`config.mk`:
```
export PLATFORM = sky130hd
export DESIGN_NAME = sd_pwm_multi
export DESIGN_NICKNAME = d
export VERILOG_FILES = /design/src/rtl/sd_pwm_multi.sv
export SDC_FILE = /design/constraint.sdc
export NUM_CORES = 1
export LEC_CHECK = 0
export BUFFER_PORTS_ARGS = -buffer_cell sky130_fd_sc_hd__buf_2
export CAP_MARGIN = 10
export CORE_ASPECT_RATIO = 1.5
export CORE_MARGIN = 3
export CORE_UTILIZATION = 45
export CTS_CLUSTER_DIAMETER = 50
export DETAILED_ROUTE_END_ITERATION = 8
export PLACE_DENSITY = 0.69
export SLEW_MARGIN = 20
export SYNTH_ARGS = -nofsm -noshare
export SYNTH_HDL_FRONTEND = slang
export SYNTH_SLANG_ARGS = --single-unit
```
`constraint.sdc`:
```
create_clock -name clk -period 4.64 [get_ports clk]
set_input_delay 0.696 -clock clk [delete_from_list [all_inputs] [get_ports clk]]
set_output_delay 0.696 -clock clk [all_outputs]
set_load 0.03 [all_outputs]
```
`src/rtl/sd_pwm_multi.sv`:
```
// -----------------------------------------------------------------------------
// sd_pwm_multi
//
// Multi-channel sigma-delta bitstream to PWM re-modulator.
//
// Each of NCH 1-bit sigma-delta streams is density-counted over a shared window
// of PERIOD enabled cycles. At the end of a window the count becomes that
// channel's duty word. The duty word then drives a PWM waveform over the
// following window, left- or right-aligned. The latched duty words and a
// one-cycle update strobe are exported for monitoring.
//
// Ports
//   clk         in   1        system clock, rising edge
//   rst_n       in   1        asynchronous active-low reset
//   en          in   1        count enable; low freezes all window state
//   align_mode  in   1        0 = left-aligned, 1 = right-aligned PWM;
//                             taken into use only at a window boundary
//   sd_bs       in   NCH      sigma-delta bitstreams, bit i = channel i
//   pwm_out     out  NCH      registered PWM outputs, bit i = channel i
//   duty        out  NCH*CW   latched duty words, channel i at [i*CW +: CW]
//   duty_valid  out  1        one-cycle strobe, high after the edge that
//                             updated duty
//
// Handshake: duty_valid is a pure strobe with no ready/back-pressure. It is
// high for exactly one cycle after each enabled boundary edge, and duty is
// stable and valid during that cycle. duty then holds until the next strobe,
// so a consumer may also sample it at any later time.
//
// Timing
//   - The shared phase counter runs 0..PERIOD-1 on enabled cycles only. Every
//     window is therefore exactly PERIOD enabled samples long, however many
//     disabled cycles interrupt it.
//   - The boundary sample (phase PERIOD-1) is included in the duty it
//     produces.
//   - The PWM compare is registered. pwm_out reflects the phase, duty and
//     mode values from before the edge, so the output trails the measured
//     window by one window plus one cycle.
// -----------------------------------------------------------------------------
module sd_pwm_multi #(
  parameter  int NCH    = 4,
  parameter  int PERIOD = 60,
  localparam int CW     = $clog2(PERIOD + 1)
) (
  input  logic              clk,
  input  logic              rst_n,
  input  logic              en,
  input  logic              align_mode,
  input  logic [NCH-1:0]    sd_bs,
  output logic [NCH-1:0]    pwm_out,
  output logic [NCH*CW-1:0] duty,
  output logic              duty_valid
);

  // Phase only has to hold 0..PERIOD-1, which can be one bit narrower than CW.
  localparam int             PW     = $clog2(PERIOD);
  localparam logic [PW-1:0]  LAST   = PW'(PERIOD - 1);
  localparam logic [CW-1:0]  PER_CW = CW'(PERIOD);

  // ---------------------------------------------------------------------------
  // Shared window phase
  // ---------------------------------------------------------------------------
  logic [PW-1:0] r_phase;
  logic          w_boundary;
  logic          w_latch;
  logic [CW-1:0] w_phase_cw;

  assign w_boundary = (r_phase == LAST);
  // The boundary only takes effect on an enabled edge. With en low the counter
  // simply waits at PERIOD-1 until the next enabled cycle.
  assign w_latch    = en && w_boundary;
  assign w_phase_cw = CW'(r_phase);

  always_ff @(posedge clk or negedge rst_n) begin
    if (!rst_n) begin
      r_phase <= '0;
    end else if (en) begin
      r_phase <= w_boundary ? '0 : r_phase + 1'b1;
    end
  end

  // ---------------------------------------------------------------------------
  // Latched alignment mode and window strobe
  // ---------------------------------------------------------------------------
  logic r_mode;
  logic r_dv;

  always_ff @(posedge clk or negedge rst_n) begin
    if (!rst_n) begin
      r_mode <= 1'b0;
      r_dv   <= 1'b0;
    end else begin
      if (w_latch) begin
        r_mode <= align_mode;
      end
      r_dv <= w_latch;
    end
  end

  assign duty_valid = r_dv;

  // ---------------------------------------------------------------------------
  // Per-channel density counter, duty latch and PWM compare
  // ---------------------------------------------------------------------------
  logic [NCH-1:0] w_hi;

  for (genvar i = 0; i < NCH; i++) begin : g_ch
    logic [CW-1:0] r_sum;
    logic [CW-1:0] r_duty;
    logic [CW-1:0] w_sum_next;
    logic          w_hi_left;
    logic          w_hi_right;

    // The sum can reach at most PERIOD (all ones, boundary sample included),
    // and CW holds 0..PERIOD, so no saturation is needed.
    assign w_sum_next = r_sum + CW'(sd_bs[i]);

    always_ff @(posedge clk or negedge rst_n) begin
      if (!rst_n) begin
        r_sum  <= '0;
        r_duty <= '0;
      end else if (en) begin
        if (w_boundary) begin
          r_duty <= w_sum_next;
          r_sum  <= '0;
        end else begin
          r_sum  <= w_sum_next;
        end
      end
    end

    // Left: high for phases [0, duty). Right: high for phases
    // [PERIOD-duty, PERIOD). Both give exactly duty high cycles per window.
    // duty = 0 gives a constant low output and duty = PERIOD a constant high.
    // PERIOD - duty cannot underflow because duty <= PERIOD.
    assign w_hi_left  = (w_phase_cw <  r_duty);
    assign w_hi_right = (w_phase_cw >= (PER_CW - r_duty));
    assign w_hi[i]    = r_mode ? w_hi_right : w_hi_left;

    assign duty[i*CW +: CW] = r_duty;
  end

  // ---------------------------------------------------------------------------
  // Registered PWM outputs; forced low while disabled
  // ---------------------------------------------------------------------------
  logic [NCH-1:0] r_pwm;

  always_ff @(posedge clk or negedge rst_n) begin
    if (!rst_n) begin
      r_pwm <= '0;
    end else begin
      r_pwm <= en ? w_hi : '0;
    end
  end

  assign pwm_out = r_pwm;

endmodule

```
==> reports/metrics.csv <==
metric;value;unit
critPathCapture;g_ch[3].r_sum[4];
detail_route.first_pass.iterations;4;
hold_viol;0;
cpPeakStageDelay;0.55;ns
diodes;0;
relSlewSlack;0.4775;
clock-sinks;60;
cts_tree;yes;
r2r_start;r_phase[1];
drcViolationCount;0;
postCtsResizedCells;0;
seq_area_frac_synth;0.3737;
powerDensity;494.0;nW/µm²
register_area;1501;µm²
synth_most_common_cell;dfrtp_1;
drtIter0Drc;184;
finalNetCount;531;
cpMaxStageDelayCell;nor2b_2;
synth_commonest_cells;dfrtp_1, ha_1, inv_1;
hold_buffers;0;
cts_setup_buffers;0;
pin_count;37;
grt_antenna_before_repair;0;
ys_types;35;
grt_pass1_wl;15480;µm
avgSynthCellArea;9.300;µm²
cp.arrival;2.55;ns
ys_ff_latch;60;
peakVddDrop;0.0002594;V
vias;3260;
cts_buffers;9;
drv_slew;0;
setup_violations;0;
fin_setup_tns;0;ns
netlist_instances;432;
post_route_cells_drive_above_1_share;0.1274;
crit_fanout;27;
p_leak;0.002240;µW
synth_top_area_share;0.3737;
htree_levels;3;
yosys-top-cells-area;dfrtp_1, ha_1, xnor2_1, o21ai_0, nor2b_1;
reg2reg_slack;2.36;ns
place.port_buffers;36;
row_count;41;
syn_to_final_growth;14.14;%
hold_ws;0.5069;ns
cts.path.max_buffers;2;
ant_nets;0;
coreArea;8567;µm²
cp.required;4.91;ns
path_cells;ha_1 > nor2b_1 > and2_1 > buf_4 > nor2b_2 > a22o_1;
netlist_area;4018;µm²
multi_input_area;2267;µm²
fin_worst_skew;0.006202;ns
drv_cap;0;
crit_path_end_kind;flip-flop;
worstReg2RegEnd;g_ch[3].r_sum[4];
path_class;flip-flop to flip-flop;
wire_per_inst;16.01;µm
track_usage;0.1913;
place_inst;562;
fillers;760;
fin_util;0.5353;
dieArea;10120;µm²
synth_area_leader_cell;dfrtp_1;
start_kind;flip-flop;
post-route-min-period;2.284;ns
routed_wl;9256;µm
fp.dieH;121.7;µm
synth_edf_count;0;
yosys_warnings;0;
initial_core_util;0.4690;
gp_congestion;0.7801;
clkTransAtPathRegs;0.05;ns
synth_nets;497;
tightest_slew;0.7838;ns
clk_latency;0.33;ns
root_buffer;clkbuf_16;
ff2ff_path_depth;6;
async_flop_share;1.000;
grt_max_degree;61;
hpwl;6627;µm
fmax;0.4378;GHz
finalNonFillerCells;578;
viasPerCell;5.640;
grt_pass1_vias;3368;
overflow;0;
rsz0062_at_grt;no;
fin_crit_sh;0.4923;
startpoint;r_phase[1];
outcome;completed;
hold_path_class;input pin to async pin;
die_w;83.15;µm
synth_top_flop_cell;dfrtp_1;
[cell type report]
cell class	instances	share of cell area
Clock buffer	12	0.05375
Clock inverter	4	0.01583
Inverter	43	0.03520
Multi-Input combinational cell	313	0.4944
Sequential cell	60	0.3274
Tap cell	107	0.02919
Timing Repair Buffer	39	0.04420
[cells in the final DEF (no fill, tap or decap), drive strengths merged]
cell and n:
clkinv 1, or3 1, clkinvlp 1, a2111oi 1, a22o 16, bufinv 2
xor2 1, buf 39, o22ai 10, nand2b 7, clkbuf 12, a21o 4
a211oi 3, ha 57, nor3 12, nand2 36, o2111ai 5, nor2b 27
xnor2 24, and3 13, nand3 10, nor3b 1, dfrtp 60, nand4 6
inv 43, o21ai 40, and2 1, nor2 2, mux2 2, a21oi 27
or2 1, o221a 3, o21a 2, o211ai 1
[cell families after synthesis]
kind of cell / after synthesis / share of synthesized area
and+or+nand+nor: 117 / 0.1520
AOI/OAI and AO/OA: 112 / 0.1741
DFF: 60 / 0.3737
buffers and inverters: 59 / 0.06259
adders and majority gates: 57 / 0.1775
xor gates and xnor gates: 25 / 0.05450
muxes: 2 / 0.005605
[routing by layer]
metal  vias to the layer above  wire, µm  track usage
met5                         -         0            0
met4                         0       256      0.09202
met3                        18       346      0.02909
met2                        71      4721       0.3434
met1                      1575      3933       0.2222
li1                       1596         -            -
[critical path: cells and delay by family, from the launching register on]
kind                     cells  cell delay, ns
AND/OR/NAND/NOR              3            0.91
adder cells (fa/ha/maj)      1            0.31
flip-flops                   1            0.53
buffers and inverters        1            0.21
AO/OA/AOI/OAI                1            0.25
[sequential cells by signal, indices dropped and copies added (netlist names)]
signal,count
r_phase,6
g_ch.r_duty,24
g_ch.r_sum,24
duty_valid,1
r_mode,1
pwm_out,4
[power breakdown]
part           switching, µW  internal (µW)  leakage (µW)
Sequential               179            643      0.000715
Clock                    233            484      0.000153
Combinational            383            344       0.00137
Total                    796           1470       0.00224
[per-stage QoR]
step                setup slack, ns  power [µW]  cell area, µm²
CTS                           1.980        2283            4583
global route                  2.204        2432            4586
global placement              2.067        1514            4264
finish                        2.356        2265            4586
detailed placement            2.022        1551            4264
floorplan                     2.535        1326            4018
[worst min-delay path by stage]
| stage | slack (ns) | from | end | cells past startpoint |
|---|---|---|---|---|
| 2_1_floorplan | 0.40 | rst_n | duty_valid | 0 |
| 3_3_place_gp | 0.52 | g_ch[3].r_sum[0] | g_ch[3].r_sum[0] | 2 |
| 3_5_place_dp | 0.53 | g_ch[0].r_duty[4] | g_ch[0].r_duty[4] | 2 |
| 4_1_cts | 0.54 | g_ch[0].r_sum[0] | g_ch[0].r_sum[0] | 2 |
| 5_1_grt | 0.56 | g_ch[2].r_sum[0] | g_ch[2].r_sum[0] | 2 |
| 6_report | 0.51 | rst_n | pwm_out[0] | 2 |
Note: power is estimated with default switching activity, not from simulation.
